<file path="config.mk">
export PLATFORM = sky130hd
export DESIGN_NAME = led_pattern_gen_flat
export DESIGN_NICKNAME = d
export VERILOG_FILES = /design/src/rtl/game_pkg.sv /design/src/rtl/led_pattern_gen_if.sv /design/src/rtl/lfsr8.sv /design/src/rtl/led_pattern_gen.sv /design/src/flat_wrapper.sv
export SDC_FILE = /design/constraint.sdc
export NUM_CORES = 1
export LEC_CHECK = 0
export BUFFER_PORTS_ARGS = -buffer_cell sky130_fd_sc_hd__buf_4
export CAP_MARGIN = 15
export CELL_PAD_IN_SITES_DETAIL_PLACEMENT = 0
export CELL_PAD_IN_SITES_GLOBAL_PLACEMENT = 1
export CORE_AREA = 2 2 78 80
export DETAILED_ROUTE_END_ITERATION = 12
export DIE_AREA = 0 0 80 82
export PLACE_DENSITY_LB_ADDON = 0.1
export SLEW_MARGIN = 15
export SYNTH_ARGS = -nofsm -noshare
export SYNTH_HDL_FRONTEND = slang
export SYNTH_SLANG_ARGS = --single-unit
</file>
<file path="constraint.sdc">
create_clock -name clk -period 4.9 [get_ports clk]
set_clock_uncertainty 0.05 [all_clocks]
set_input_delay 0.245 -clock clk [delete_from_list [all_inputs] [get_ports clk]]
set_output_delay 0.245 -clock clk [all_outputs]
set_load 0.02 [all_outputs]
</file>
<file path="src/rtl/game_pkg.sv">
// Shared types and constants for the LED pattern game: FSM encoding, widths and
// the LFSR feedback polynomial.
package game_pkg;

  localparam int unsigned LED_W   = 3;
  localparam int unsigned ROUND_W = 4;

  // x^8 + x^6 + x^5 + x^4 + 1, bit i of the mask is stage i+1
  localparam logic [7:0] LFSR_TAPS = 8'b1011_1000;

  typedef enum logic [2:0] {
    StIdle,
    StLoad,
    StShow,
    StInput,
    StEmit,
    StDone
  } state_e;

  function automatic logic [7:0] lfsr_step(input logic [7:0] q);
    return {q[6:0], ^(q & LFSR_TAPS)};
  endfunction

  // An all-zero low slice would light nothing, so it maps to a single LED.
  function automatic logic [LED_W-1:0] pattern_of(input logic [LED_W-1:0] bits);
    return (bits == '0) ? LED_W'(1) : bits;
  endfunction

endpackage

</file>
<file path="src/rtl/led_pattern_gen_if.sv">
// Player-facing bundle of the pattern generator: start/buttons in, LEDs and the
// per-round compare record out.
interface led_pattern_gen_if
  import game_pkg::*;
();

  logic               start;
  logic [LED_W-1:0]   btn;
  logic [LED_W-1:0]   led_out;
  logic [LED_W-1:0]   pattern;
  logic [LED_W-1:0]   btn_cap;
  logic               cmp_valid;
  logic [ROUND_W-1:0] round;
  logic               busy;
  logic               game_over;

  modport master (
    output start,
    output btn,
    input  led_out,
    input  pattern,
    input  btn_cap,
    input  cmp_valid,
    input  round,
    input  busy,
    input  game_over
  );

  modport slave (
    input  start,
    input  btn,
    output led_out,
    output pattern,
    output btn_cap,
    output cmp_valid,
    output round,
    output busy,
    output game_over
  );

endinterface

</file>
<file path="src/rtl/lfsr8.sv">
// Free-running 8-bit Fibonacci LFSR; reloads the seed if it ever reaches zero.
module lfsr8
  import game_pkg::*;
(
  input  logic       clk,
  input  logic       rst,
  input  logic [7:0] seed,
  output logic [7:0] q
);

  logic [7:0] q_q;
  logic [7:0] q_d;

  always_comb begin
    q_d = lfsr_step(q_q);
    if (q_q == 8'h00) begin
      q_d = seed;
    end
  end

  always_ff @(posedge clk) begin
    if (!rst) begin
      q_q <= seed;
    end else begin
      q_q <= q_d;
    end
  end

  assign q = q_q;

endmodule

</file>
<file path="src/rtl/led_pattern_gen.sv">
// Round sequencer: shows a pseudo-random LED pattern, opens a timed button
// window, then hands pattern and captured buttons to the scoring stage.
module led_pattern_gen
  import game_pkg::*;
#(
  parameter int unsigned SHOW_CYCLES  = 50_000_000,
  parameter int unsigned INPUT_CYCLES = 100_000_000,
  parameter int unsigned ROUNDS       = 10,
  parameter logic [7:0]  LFSR_SEED    = 8'hA5
) (
  input  logic              clk,
  input  logic              rst,
  led_pattern_gen_if.slave  bus
);

  localparam int unsigned MAX_CYCLES = (SHOW_CYCLES > INPUT_CYCLES) ? SHOW_CYCLES : INPUT_CYCLES;
  localparam int unsigned TIMER_W    = $clog2(MAX_CYCLES + 1);

  localparam logic [TIMER_W-1:0] SHOW_LAST  = TIMER_W'(SHOW_CYCLES - 1);
  localparam logic [TIMER_W-1:0] INPUT_LAST = TIMER_W'(INPUT_CYCLES - 1);
  localparam logic [ROUND_W-1:0] LAST_ROUND = ROUND_W'(ROUNDS - 1);

  state_e             state_q, state_d;
  logic [TIMER_W-1:0] timer_q, timer_d;
  logic [ROUND_W-1:0] round_q, round_d;
  logic [LED_W-1:0]   pattern_q, pattern_d;
  logic [LED_W-1:0]   btn_cap_q, btn_cap_d;
  logic [LED_W-1:0]   btn_prev_q;
  logic [LED_W-1:0]   btn_rise;
  logic [7:0]         lfsr_q;
  logic               unused_lfsr;

  lfsr8 u_lfsr (
    .clk  (clk),
    .rst  (rst),
    .seed (LFSR_SEED),
    .q    (lfsr_q)
  );

  // Only the low slice feeds the pattern; the upper stages just keep the sequence long.
  assign unused_lfsr = ^lfsr_q[7:LED_W];

  assign btn_rise = bus.btn & ~btn_prev_q;

  always_comb begin
    state_d   = state_q;
    timer_d   = timer_q;
    round_d   = round_q;
    pattern_d = pattern_q;
    btn_cap_d = btn_cap_q;

    case (state_q)
      StIdle, StDone: begin
        if (bus.start) begin
          state_d = StLoad;
          round_d = '0;
        end
      end

      StLoad: begin
        pattern_d = pattern_of(lfsr_q[LED_W-1:0]);
        btn_cap_d = '0;
        timer_d   = '0;
        state_d   = StShow;
      end

      StShow: begin
        if (timer_q == SHOW_LAST) begin
          timer_d = '0;
          state_d = StInput;
        end else begin
          timer_d = timer_q + TIMER_W'(1);
        end
      end

      StInput: begin
        // Capture also on the exit cycle so a last-moment press still counts.
        btn_cap_d = btn_cap_q | btn_rise;
        if (timer_q == INPUT_LAST) begin
          timer_d = '0;
          state_d = StEmit;
        end else begin
          timer_d = timer_q + TIMER_W'(1);
        end
      end

      StEmit: begin
        if (round_q == LAST_ROUND) begin
          state_d = StDone;
        end else begin
          round_d = round_q + ROUND_W'(1);
          state_d = StLoad;
        end
      end

      default: begin
        state_d = StIdle;
      end
    endcase
  end

  always_ff @(posedge clk) begin
    if (!rst) begin
      state_q    <= StIdle;
      timer_q    <= '0;
      round_q    <= '0;
      pattern_q  <= '0;
      btn_cap_q  <= '0;
      btn_prev_q <= '0;
    end else begin
      state_q    <= state_d;
      timer_q    <= timer_d;
      round_q    <= round_d;
      pattern_q  <= pattern_d;
      btn_cap_q  <= btn_cap_d;
      btn_prev_q <= bus.btn;
    end
  end

  always_comb begin
    bus.led_out = '0;
    if (state_q == StShow) begin
      bus.led_out = pattern_q;
    end else if (state_q == StDone) begin
      bus.led_out = '1;
    end
  end

  assign bus.pattern   = pattern_q;
  assign bus.btn_cap   = btn_cap_q;
  assign bus.round     = round_q;
  assign bus.cmp_valid = (state_q == StEmit);
  assign bus.busy      = (state_q != StIdle) && (state_q != StDone);
  assign bus.game_over = (state_q == StDone);

endmodule
</file>
<file path="src/flat_wrapper.sv">
// flat-port wrapper written by rule: the top's interface ports become plain ports
module led_pattern_gen_flat import game_pkg::*;
#(
  parameter int unsigned SHOW_CYCLES  = 50_000_000,
  parameter int unsigned INPUT_CYCLES = 100_000_000,
  parameter int unsigned ROUNDS       = 10,
  parameter logic [7:0]  LFSR_SEED    = 8'hA5
)
  (clk, rst, bus_start, bus_btn, bus_led_out, bus_pattern, bus_btn_cap, bus_cmp_valid, bus_round, bus_busy, bus_game_over);
  led_pattern_gen_if bus_i ();
  input  logic clk;
  input  logic rst;
  input wire logic [$bits(bus_i.start)-1:0] bus_start;
  input wire logic [$bits(bus_i.btn)-1:0] bus_btn;
  output wire logic [$bits(bus_i.led_out)-1:0] bus_led_out;
  output wire logic [$bits(bus_i.pattern)-1:0] bus_pattern;
  output wire logic [$bits(bus_i.btn_cap)-1:0] bus_btn_cap;
  output wire logic [$bits(bus_i.cmp_valid)-1:0] bus_cmp_valid;
  output wire logic [$bits(bus_i.round)-1:0] bus_round;
  output wire logic [$bits(bus_i.busy)-1:0] bus_busy;
  output wire logic [$bits(bus_i.game_over)-1:0] bus_game_over;
  assign bus_i.start = bus_start;
  assign bus_i.btn = bus_btn;
  assign bus_led_out = bus_i.led_out;
  assign bus_pattern = bus_i.pattern;
  assign bus_btn_cap = bus_i.btn_cap;
  assign bus_cmp_valid = bus_i.cmp_valid;
  assign bus_round = bus_i.round;
  assign bus_busy = bus_i.busy;
  assign bus_game_over = bus_i.game_over;
  led_pattern_gen #(.SHOW_CYCLES(SHOW_CYCLES), .INPUT_CYCLES(INPUT_CYCLES), .ROUNDS(ROUNDS), .LFSR_SEED(LFSR_SEED)) u_core (.clk(clk), .rst(rst), .bus(bus_i));
endmodule
</file>
==> out/results.txt, run 1 <==
Before CTS, the worst setup slack after placement is 2.35 ns. The number of slew-limit violations in the final report was 0; the sequential share of the synthesized area was 0.385. Vias after detailed routing: 2351. By area, the combinational part of the netlist is dominated by simple AND/OR/NAND/NOR gates. The XOR/XNOR share of the synthesized area is 0.0396.

The run gives 2.33 ns as the register-to-register setup slack. Leaving out fill and tap cells, the most frequent cell in the layout is sky130_fd_sc_hd__dfxtp_1. The die is 82 um tall. The headroom to the max-slew limit came out at 0.440. The longest individual stage delay on the worst path is 0.58 ns. Summed over all layers, the routed wires come to 6150 um.

For the first-pass detailed-route iteration total, the log shows 6. Clock root buffer: sky130_fd_sc_hd__clkbuf_8. For this run, the leading register cell type out of synthesis is sky130_fd_sc_hd__dfxtp_1.

The amount of wire on met3 after detailed routing came out at 198 um. TritonCTS built the clock tree. The cell count after synthesis came out at 317. After clock tree synthesis, the repair step resized 0 gates. Overall global routing resource usage: 0.201. Traced cell by cell, the critical path runs through or4bb_1 > nor4_4 > nand4_4 > nand2_1 > o311ai_0. The clock passes through at most 2 buffers. The tools report the kind of end point of the critical path as a flop. The sum of negative setup slack is 0 ns, and the maximum number of pins on one net before global-route repair is 30. The run gives 338 as the final-stage net count. The buffering stage count on the worst path with inverters included is 0, and the area share of and/or/nand/nor cells after synthesis is 0.339. The average footprint of a synthesized cell is 8.37 um2, and the number of buffers inserted by hold repair at cts is 0. The tools report the number of diodes as 0. In this run the most critical hold path is launched from bus_btn[0].

Data on the critical path is required at its endpoint by 5.03 ns. The power per unit of standard cell area was 310 nW/um2. For the number of levels the H-tree was split into, the log shows 2. The floorplan has 28 rows. Clock-pin slew was measured on the worst setup and hold paths at 0.10 ns. Derived from the worst setup path, the maximum achievable clock frequency is 389 MHz. Static leakage power: 1.09 nW. The share of post-route cells with drive strength above 1 works out to 0.116. For this run the aggregate overflow at the end of global routing stands at 0.

The startpoint of the most critical register-to-register path was u_core.timer_q[24]. In this run the top signal layer used is met4. The share of the clock period used by the worst path after layout came out at 0.524.

The floorplan core area was 5750 um2; the I/O pin total was 22. The via count of the first global-routing pass is 2234, and the fraction of the mapped netlist area in adder cells is 0.0189. VDD sags by at most 0.158 mV. The layout filler cell count was 595; the critical-path maximum fanout was 27. The area share of the largest cell type after synthesis was 0.385.

The path class of the lowest-slack min-delay path was input port to flop. Share of the synthesized area in compound gates (AO/OA/AOI/OAI): 0.139. STA classifies the critical path startpoint as a flop. Counting I/O delays and the setup requirement, the final critical path takes 2.57 ns.

The floorplan step set the die width to 80 um. Buffers added to address setup during post-CTS repair amount to 0. The first global-routing pass estimated 10500 um of wire. The tools report the worst flop-to-flop path endpoint as u_core.timer_q[12]. The tools report the violation count after the first detailed-route iteration as 136. The proportion of synthesized flip-flops having asynchronous set or reset was 0.

After detailed routing, the average wire length per cell comes to 15.2 um. Routability-driven placement finished with a final weighted congestion of 0.875. The cell taking the most area after synthesis was sky130_fd_sc_hd__dfxtp_1. In the post-synthesis netlist, the biggest area contributors are sky130_fd_sc_hd__dfxtp_1, sky130_fd_sc_hd__a31oi_1, sky130_fd_sc_hd__nand2_1, sky130_fd_sc_hd__nand3_1, sky130_fd_sc_hd__and2_1.

Dividing the detail-routed via count by the number of cells gives 5.82. The top cell types in the final layout, fill and taps aside, are sky130_fd_sc_hd__dfxtp_1, sky130_fd_sc_hd__nand2_1, sky130_fd_sc_hd__buf_4. The die covers 6560 um2. For the worst flop-to-flop path, the logic depth is 5.

In this run the remaining antenna-violating nets after routing total 0. Worst hold path depth: 2. The routed length on met2 came out at 2890 um.

From synthesis to final layout, the design area changed by 12.3%. Setup repair after global routing left no endpoint under its margin. The tool flagged a number of max-cap violations equal to 0.

TritonCTS created 5 clock buffers. The routed metal-1 wire length came out at 2900 um. For hold timing, the worst endpoint is u_core.btn_prev_q[0].

Yosys mapped a number of flops with a built-in enable equal to 0. Clock latency on the worst-skew pair, taken at its later pin, is 0.31 ns. The flow ran to the end, and the final reports show no timing, DRC or antenna violations.

During synthesis, Yosys emitted a total of 0 warnings. After detailed routing, the number of remaining DRC violations is 0. The setup path with the least slack is of type flop to flop. Number of hold violations in the final report: 0.

The initial cell density of the core came out at 0.462. The register bit total from synthesis is 51, and the arrival time at the worst endpoint is 2.70 ns. The actual slew at the worst max-slew pin is 0.829 ns, and the number of antenna violations at the first check in global routing is 0.

After layout, the worst setup slack is 2.33 ns. The count of input and output buffers was 21. The number of nets handed over by synthesis was 327.

The number of different library cells used by synthesis comes to 48. The mapped netlist covers 2650 um2. Setup violations remaining at the end of the flow were counted as 0.

The clock drives 51 sinks. The detailed-placement wirelength estimate came out at 4270 um. The cell with the biggest individual delay on the critical path was sky130_fd_sc_hd__or4bb_1. The cell class contributing the biggest share of worst-path delay was simple AND/OR/NAND/NOR gates. The mux cell area share after synthesis is 0.0339.
## stage by stage
step / cell area, um2 / hold slack, ns / instances / power, mW / utilization
floorplan: 2650 / 0.317 / 317 / 0.544 / -
global placement: 2840 / 0.374 / 396 / 0.581 / 0.495
detailed placement: 2840 / 0.371 / 396 / 0.581 / 0.495
CTS: 2980 / 0.0895 / 404 / 0.931 / 0.519
global route: 2980 / 0.0914 / 404 / 0.964 / 0.519
finish: 2980 / 0.0972 / 404 / 0.922 / 0.519
## report_power, final
group          internal (mW)  total [mW]  switching, mW
Combinational         0.0489       0.122         0.0727
Sequential             0.431       0.449         0.0172
Clock                  0.204       0.352          0.149
Total                  0.684       0.922          0.238
## logic make-up (layout without fill, tap and decap cells)
logic type / count (synthesis) / in the layout
AO/OA/AOI/OAI: 56 / 56
buffers and inverters: 30 / 42
XOR/XNOR: 12 / 12
flip-flops: 51 / 51
multiplexers: 9 / 9
adder cells (fa/ha/maj): 4 / 4
AND/OR/NAND/NOR: 155 / 155
## Yosys cell counts, types with 3 or more instances
cell type / n
sky130_fd_sc_hd__dfxtp_1: 51
sky130_fd_sc_hd__nand2_1: 30
sky130_fd_sc_hd__nand3_1: 20
sky130_fd_sc_hd__a31oi_1: 19
sky130_fd_sc_hd__nor2_1: 18
sky130_fd_sc_hd__and2_1: 15
sky130_fd_sc_hd__clkbuf_1: 13
sky130_fd_sc_hd__nand4_1: 13
sky130_fd_sc_hd__inv_1: 12
sky130_fd_sc_hd__o21ai_0: 12
sky130_fd_sc_hd__mux2i_1: 9
sky130_fd_sc_hd__nor4_1: 8
sky130_fd_sc_hd__and3_1: 7
sky130_fd_sc_hd__nor2b_1: 7
sky130_fd_sc_hd__xor2_1: 7
sky130_fd_sc_hd__nand2b_1: 6
sky130_fd_sc_hd__nand3b_1: 6
sky130_fd_sc_hd__xnor2_1: 5
sky130_fd_sc_hd__a21o_1: 4
sky130_fd_sc_hd__buf_2: 4
sky130_fd_sc_hd__ha_1: 4
sky130_fd_sc_hd__a21oi_1: 3
sky130_fd_sc_hd__and4_1: 3
sky130_fd_sc_hd__nor3_1: 3
sky130_fd_sc_hd__nor3b_1: 3
sky130_fd_sc_hd__o31ai_1: 3
sky130_fd_sc_hd__or2_2: 3
## worst reg2reg max path: cells and delay by family, from the launching register on
family             cells  cell delay, ns
and+or+nand+nor        4            1.80
DFF                    1            0.41
AOI/OAI and AO/OA      1            0.18
## sequential cells by signal, indices dropped and copies added (netlist names)
name,count
u_core.btn_prev_q,3
u_core.bus.btn_cap,3
u_core.bus.pattern,3
u_core.bus.round,4
u_core.state_q,3
u_core.timer_q,27
u_core.u_lfsr.q,8
## worst max path at each step
stage	startpoint	to	cells past startpoint
2_1_floorplan	u_core.bus.round[1]	u_core.bus.round[3]	7
3_5_place_dp	u_core.timer_q[0]	u_core.timer_q[12]	6
5_1_grt	u_core.timer_q[0]	u_core.timer_q[15]	6
3_3_place_gp	u_core.timer_q[8]	u_core.timer_q[12]	5
6_report	u_core.timer_q[24]	u_core.timer_q[12]	5
4_1_cts	u_core.timer_q[24]	u_core.timer_q[12]	5
## final cells by class
cell class,instances,area [um2],area share
repair buffers,22,165,0.0554
inverters,12,45.0,0.0151
clock buffers,5,68.8,0.0231
multi-input cells,236,1520,0.510
clock inverters,3,67.6,0.0227
flip-flops and latches,51,1020,0.343
well taps,75,93.8,0.0315
## per-layer routing
layer | vias up | track usage
li1 | 1171 | -
met1 | 1119 | 0.255
met2 | 49 | 0.334
met3 | 12 | 0.0418
met4 | 0 | 0.0831
met5 | - | 0
(Power assumes the default switching activity.)
==> run 2: changes to the inputs <==
--- a/config.mk
+++ b/config.mk
@@ -9,9 +9,9 @@
 export CAP_MARGIN = 15
 export CELL_PAD_IN_SITES_DETAIL_PLACEMENT = 0
 export CELL_PAD_IN_SITES_GLOBAL_PLACEMENT = 1
-export CORE_AREA = 2 2 78 80
+export CORE_AREA = 2 2 85 87
 export DETAILED_ROUTE_END_ITERATION = 12
-export DIE_AREA = 0 0 80 82
+export DIE_AREA = 0 0 87 89
 export PLACE_DENSITY_LB_ADDON = 0.1
 export SLEW_MARGIN = 15
 export SYNTH_ARGS = -nofsm -noshare
==> constraint.sdc (replaced) <==
create_clock -name clk -period 2.2 [get_ports clk]
set_clock_uncertainty 0.05 [all_clocks]
set_input_delay 0.11 -clock clk [delete_from_list [all_inputs] [get_ports clk]]
set_output_delay 0.11 -clock clk [all_outputs]
set_load 0.02 [all_outputs]
==> run 2 against run 1 <==
Effect of this change:
- combinational power increased to 2.7 times the previous value
- core utilization decreased by 4.2 points
- first-iteration DRC count grew 13%
- wire length is 6.8% higher
- sequential share of layout area shrank 2.4 points
- critical path depth did not move
- die area grew 18%
- count of clock-buffer cells in the layout unchanged
- register-to-register slack worse by 2.2 ns
==> out/results.txt, run 2 (synthesis gave the netlist of run 1 again) <==
The flow ran to the end, and the final reports show no timing, DRC or antenna violations. The longest individual stage delay on the worst path is 0.49 ns (was 0.58 ns), and the share of post-route cells with drive strength above 1 is 0.189 (was 0.116). For the overall global routing resource usage, the log shows 0.185 (was 0.201). The tools report the launching element type of the critical path as a flop (unchanged). The tools report the vias after detailed routing as 2458 (was 2351). The arrival time at the worst endpoint is 2.27 ns (was 2.70 ns), and the final routed DRC violation total is 0 (unchanged). The standard-cell row count was 30 (was 28); the register-to-register setup slack was 0.09 ns (was 2.33 ns). The number of levels the H-tree was split into was 2 (unchanged); the total number of clock tree sinks was 51 (unchanged). The worst flop-to-flop path endpoint is u_core.timer_q[9] (was u_core.timer_q[12]). The tools report the clock root buffer as sky130_fd_sc_hd__clkbuf_8 (unchanged). The run gives 0 (unchanged) as the number of antenna violations at the first check in global routing. Setup repair after global routing could not meet its margin everywhere. The cell class contributing the biggest share of worst-path delay is simple AND/OR/NAND/NOR gates (unchanged). Worst hold path depth: 4 (was 2).

The most frequent standard cell in the layout excluding fill and tap cells is sky130_fd_sc_hd__dfxtp_1 (unchanged). Commonest cells after routing, fill and taps aside: sky130_fd_sc_hd__dfxtp_1, sky130_fd_sc_hd__buf_4, sky130_fd_sc_hd__nand2_1 (was sky130_fd_sc_hd__dfxtp_1, sky130_fd_sc_hd__nand2_1, sky130_fd_sc_hd__buf_4). The run gives 0 (unchanged) as the number of slew-limit violations in the final report.

The tools report the static leakage power as 1.23 nW (was 1.09 nW). Global route total overflow: 0 (unchanged). The layout filler cell count was 663 (was 595); the count of input and output buffers was 21 (unchanged).

The kind of end point of the critical path was a flop (unchanged). The tools report the number of hold violations in the final report as 0 (unchanged). The critical hold path startpoint is bus_start (was bus_btn[0]).

The power per unit of standard cell area is 596 nW/um2 (was 310 nW/um2), and the timing-limited maximum frequency is 474 MHz (was 389 MHz). The run gives 0 (unchanged) as the count of final setup violators. The buffering stage count on the worst path with inverters included is 0 (unchanged), and the number of flip-flops under the largest register name is 27 (unchanged). The run gives 153 (was 136) as the violation count after the first detailed-route iteration. The cell with the biggest individual delay on the critical path is sky130_fd_sc_hd__or3b_2 (was sky130_fd_sc_hd__or4bb_1). Register name with the most flops: u_core.timer_q (unchanged). CP Cell Sequence: or3b_2 > nor4_4 > nand4_4 > and2_1 > a221o_1 (was or4bb_1 > nor4_4 > nand4_4 > nand2_1 > o311ai_0). The type of the worst setup path is flop to flop (unchanged).

The tools report the source-to-sink clock delay at the later pin of the worst-skew pair as 0.32 ns (was 0.31 ns). The tools report the initial cell density of the core as 0.395 (was 0.462). The headroom to the max-slew limit came out at 0.549 (was 0.440).

The tools report the detailed-placement wirelength estimate as 4780 um (was 4270 um). The ratio of routed vias to standard cells is 5.59 (was 5.82), and the floorplan core area is 6720 um2 (was 5750 um2). Number of diodes: 0 (unchanged). The max-capacitance violation count is 0 (unchanged), and the critical-path maximum fanout is 6 (was 27). The tools report the startpoint of the most critical register-to-register path as u_core.timer_q[18] (was u_core.timer_q[24]). The number of nets with antenna violations after detailed routing was 0 (unchanged); the horizontal die dimension was 87 um (was 80 um). For the required time of the critical path, the log shows 2.36 ns (was 5.03 ns). The run gives 2 (unchanged) as the maximum clock path buffer count.

TritonCTS built the clock tree. Routed wire length: 6560 um (was 6150 um). The share of the clock period used by the worst path after layout was 0.959 (was 0.524); the actual slew at the worst max-slew pin was 0.668 ns (was 0.829 ns). The clock period minus worst slack was 2.11 ns (was 2.57 ns); the maximum number of pins on one net before global-route repair was 26 (was 30). The first-pass GRT wire length was 11500 um (was 10500 um).

The die height was 89 um (was 82 um). The depth of the worst register-to-register path came out at 5 (unchanged). The tools report the first-pass detailed-route iteration total as 4 (was 6). The tools report the sum of negative setup slack as 0 ns (unchanged).

The via count of the first global-routing pass came out at 2422 (was 2234). The tools report the peak supply drop as 0.306 mV (was 0.158 mV). Path class of the lowest-slack min-delay path: input port to flop (unchanged).

The I/O pin total was 22 (unchanged); the post-detailed-route wirelength per cell was 14.9 um (was 15.2 um). Total CTS buffers: 5 (unchanged). For the final-stage net count, the log shows 369 (was 338).

The overall die area is 7740 um2 (was 6560 um2), and the worst hold margin is 0.0674 ns (was 0.0972 ns). The routability congestion estimate was 0.800 (was 0.875). Clock edge transition at the registers on the reported setup and hold paths: 0.11 ns (was 0.10 ns).

The utilization of the core after routing was 0.477 (was 0.519). The tools report the hold path endpoint as u_core.state_q[2] (was u_core.btn_prev_q[0]). The area added between synthesis and finish works out to 20.8% (was 12.3%).
-- run 2: report_power, final --
| part | leakage (nW) | internal [mW] | switching, mW |
|---|---|---|---|
| clock | 0.0467 | 0.237 | 0.360 |
| sequential | 0.415 | 0.961 | 0.0239 |
| combinational | 0.764 | 0.143 | 0.185 |
| total | 1.23 | 1.34 | 0.569 |
-- run 2: final cells by class --
cell class | instances | area (um2) | share of cell area
Multi-Input combinational cell | 236 | 1540 | 0.480
Tap cell | 80 | 100 | 0.0312
Clock buffer | 5 | 68.8 | 0.0215
Inverter | 12 | 45.0 | 0.0141
Timing Repair Buffer | 53 | 405 | 0.126
Clock inverter | 3 | 27.5 | 0.00859
Sequential cell | 51 | 1020 | 0.319
-- run 2: routing by layer --
layer / up-vias / global-route usage / wire, um
li1: 1232 / - / -
met1: 1156 / 0.243 / 3140
met2: 60 / 0.312 / 3030
met3: 10 / 0.0332 / 270
met4: 0 / 0.0526 / 113
met5: - / 0 / 0
-- run 2: worst max-delay path by stage --
stage	startpoint	to	cells after the start
2_1_floorplan	u_core.bus.round[1]	u_core.bus.round[3]	7
6_report	u_core.timer_q[18]	u_core.timer_q[9]	5
4_1_cts	u_core.timer_q[0]	u_core.timer_q[12]	6
3_3_place_gp	u_core.timer_q[8]	u_core.timer_q[11]	5
5_1_grt	u_core.timer_q[0]	u_core.timer_q[20]	7
3_5_place_dp	u_core.timer_q[0]	u_core.timer_q[4]	7
-- run 2: timing repair --
| action | CTS | global route |
|---|---|---|
| hold buffers | 3 | 0 |
| setup endpoints to repair | 0 | 20 |
| endpoints found under the hold margin | 6 | 0 |
| setup buffers | 0 | 0 |
| gates resized for setup | 0 | 3 |
-- run 2: metrics by stage --
stage / cells / instance area, um2 / setup WS, ns / power (mW)
CTS: 440 / 3190 / 0.0563 / 1.94
detailed placement: 429 / 3060 / 0.0898 / 1.33
floorplan: 317 / 2650 / 0.103 / 1.21
global placement: 429 / 3060 / 0.0835 / 1.33
global route: 440 / 3210 / -0.0265 / 2.01
finish: 440 / 3210 / 0.0896 / 1.91
-- run 2: worst register-to-register path, cell delays in order (launching register included) --
cell and delay [ns]:
sky130_fd_sc_hd__dfxtp_1 0.40, sky130_fd_sc_hd__or3b_2 0.49, sky130_fd_sc_hd__nor4_4 0.34, sky130_fd_sc_hd__nand4_4 0.20, sky130_fd_sc_hd__and2_1 0.22, sky130_fd_sc_hd__a221o_1 0.31
==> run 3: changes to the inputs <==
--- a/config.mk
+++ b/config.mk
@@ -13,6 +13,7 @@
 export DETAILED_ROUTE_END_ITERATION = 12
 export DIE_AREA = 0 0 87 89
 export PLACE_DENSITY_LB_ADDON = 0.1
+export RECOVER_POWER = 50
 export SLEW_MARGIN = 15
 export SYNTH_ARGS = -nofsm -noshare
 export SYNTH_HDL_FRONTEND = slang
==> run 3 against run 2 <==
Effect of this change:
- via count rose by 0.28%
- core utilization down 0.67 points
- count of clock-buffer cells in the layout unchanged
- sequential cell count did not move
- die area is the same
- final cell count is the same
- wire length about the same
- clock power hardly changed
- non-clock buffer count unchanged
- combinational power decreased by 5%
- global-route usage did not move
- total power decreased by 0.78%
- largest power group unchanged
==> out/results.txt, run 3 (synthesis gave the netlist of run 1 again) <==
The number of hold violations in the final report is 0 (unchanged), and the arrival time at the worst endpoint is 2.27 ns (about the same). Worst hold path depth: 4 (unchanged). The source-to-sink clock delay at the later pin of the worst-skew pair is 0.32 ns (about the same), and the overall die area is 7740 um2 (unchanged). The routed wire length was 6560 um (about the same). Peak supply drop: 0.306 mV (about the same). The launching element type of the critical path was a flop (unchanged). The flow ran to the end, and the final reports show no timing, DRC or antenna violations. The number of nets with antenna violations after detailed routing was 0 (unchanged); the number of antenna violations at the first check in global routing was 0 (unchanged). The power per unit of standard cell area is 600 nW/um2 (was 596 nW/um2). TritonCTS built the clock tree. The final routed DRC violation total is 0 (unchanged).

The count of final setup violators came out at 0 (unchanged). Maximum number of pins on one net before global-route repair: 26 (unchanged). The max-capacitance violation count was 0 (unchanged). The path class of the lowest-slack min-delay path was input port to flop (unchanged).

Initial cell density of the core: 0.395 (unchanged). The total CTS buffers is 5 (unchanged). Horizontal die dimension: 87 um (unchanged). The run gives 6720 um2 (unchanged) as the floorplan core area. The logs give 429 (unchanged) for the total instance count after detailed placement and 146 (was 153) for the violation count after the first detailed-route iteration.

The required time of the critical path was 2.36 ns (about the same). The number of diodes was 0 (unchanged). The register name with the most flops was u_core.timer_q (unchanged). The depth of the worst register-to-register path is 5 (unchanged). The static leakage power came out at 1.17 nW (was 1.23 nW). The number of setup buffers added after CTS came out at 0 (unchanged). The clock period minus worst slack came out at 2.12 ns (was 2.11 ns).

Final-stage net count: 369 (unchanged). The detailed-placement wirelength estimate was 4780 um (unchanged). The total number of clock tree sinks was 51 (unchanged). Setup repair after global routing could not meet its margin everywhere. The timing-limited maximum frequency is 472 MHz (was 474 MHz).

The overall global routing resource usage was 0.185 (unchanged); the ratio of routed vias to standard cells was 5.60 (was 5.59). Number of flip-flops under the largest register name: 27 (unchanged). The routability congestion estimate is 0.800 (unchanged). The post-detailed-route wirelength per cell was 14.9 um (about the same); the global route total overflow was 0 (unchanged).

The first-pass GRT wire length is 11500 um (unchanged), and the number of levels the H-tree was split into is 2 (unchanged). The setup slack after layout came out at 0.0830 ns (was 0.0896 ns). The vias after detailed routing is 2465 (was 2458). The final instance count without filler cells was 440 (unchanged). The run gives 2 (unchanged) as the maximum clock path buffer count.

The tools report the I/O pin total as 22 (unchanged). Commonest cells after routing, fill and taps aside: sky130_fd_sc_hd__dfxtp_1, sky130_fd_sc_hd__buf_4, sky130_fd_sc_hd__nand2_1 (unchanged). The share of post-route cells with drive strength above 1 works out to 0.156 (was 0.189).

The number of slew-limit violations in the final report is 0 (unchanged), and the standard-cell row count is 30 (unchanged). The critical-path maximum fanout was 6 (unchanged). The actual slew at the worst max-slew pin was 0.665 ns (was 0.668 ns); the count of input and output buffers was 21 (unchanged). The clock edge transition at the registers on the reported setup and hold paths was 0.11 ns (about the same); the die height was 89 um (unchanged). Type of the worst setup path: flop to flop (unchanged).

The first-pass detailed-route iteration total came out at 4 (unchanged). The via count of the first global-routing pass is 2422 (unchanged). For the headroom to the max-slew limit, the log shows 0.551 (was 0.549). The tools report the clock root buffer as sky130_fd_sc_hd__clkbuf_8 (unchanged). The post-place setup slack came out at 0.0898 ns (unchanged). Share of the clock period used by the worst path after layout: 0.962 (was 0.959). The total power after layout is 1.89 mW (was 1.91 mW). The most frequent standard cell in the layout excluding fill and tap cells is sky130_fd_sc_hd__dfxtp_1 (unchanged). The kind of end point of the critical path was a flop (unchanged).

The area added between synthesis and finish came out at 19.1% (was 20.8%).
[run 3: layout make-up]
| class | instances | area [um2] |
|---|---|---|
| repair buffers | 53 | 360 |
| fillers | 673 | 3560 |
| flip-flops and latches | 51 | 1020 |
| clock inverters | 3 | 27.5 |
| well taps | 80 | 100 |
| clock buffers | 5 | 68.8 |
| inverters | 12 | 45.0 |
| multi-input cells | 236 | 1540 |
[run 3: final timing paths]
path,start,endpoint,slack (ns)
max,u_core.timer_q[18],u_core.timer_q[9],0.08
min,bus_start,u_core.state_q[2],0.07
max reg2reg,u_core.timer_q[18],u_core.timer_q[9],0.08
min reg2reg,u_core.u_lfsr.q[6],u_core.u_lfsr.q[7],0.40
[run 3: power by group]
part           internal, mW  total, mW  switching (mW)
logic                 0.129      0.313           0.185
clock network         0.237      0.597           0.360
registers             0.961      0.985          0.0235
[run 3: metrics by stage]
stage	instance area (um2)	setup TNS (ns)	util	hold slack, ns
floorplan	2650	0	-	0.182
global placement	3060	0	0.455	0.274
detailed placement	3060	0	0.455	0.278
CTS	3190	0	0.474	0.0520
global route	3160	-0.0560	0.470	0.0882
finish	3160	0	0.470	0.0682
[run 3: metal layers]
| layer | track usage | wire length [um] | vias to the layer above |
|---|---|---|---|
| li1 | - | - | 1236 |
| met1 | 0.243 | 3190 | 1164 |
| met2 | 0.312 | 2990 | 51 |
| met3 | 0.0332 | 234 | 14 |
| met4 | 0.0526 | 139 | 0 |
| met5 | 0 | 0 | - |
[run 3: worst max-delay path: stages, from the launching register on]
cell and delay [ns]:
sky130_fd_sc_hd__dfxtp_1 0.40, sky130_fd_sc_hd__or3b_2 0.49, sky130_fd_sc_hd__nor4_4 0.34, sky130_fd_sc_hd__nand4_4 0.20
sky130_fd_sc_hd__and2_1 0.22, sky130_fd_sc_hd__a221o_1 0.31
[run 3: timing repair]
action | in CTS | in global routing
hold endpoints to repair | 6 | 0
hold buffers | 3 | 0
setup endpoints to repair | 0 | 20
gates resized for setup | 0 | 3
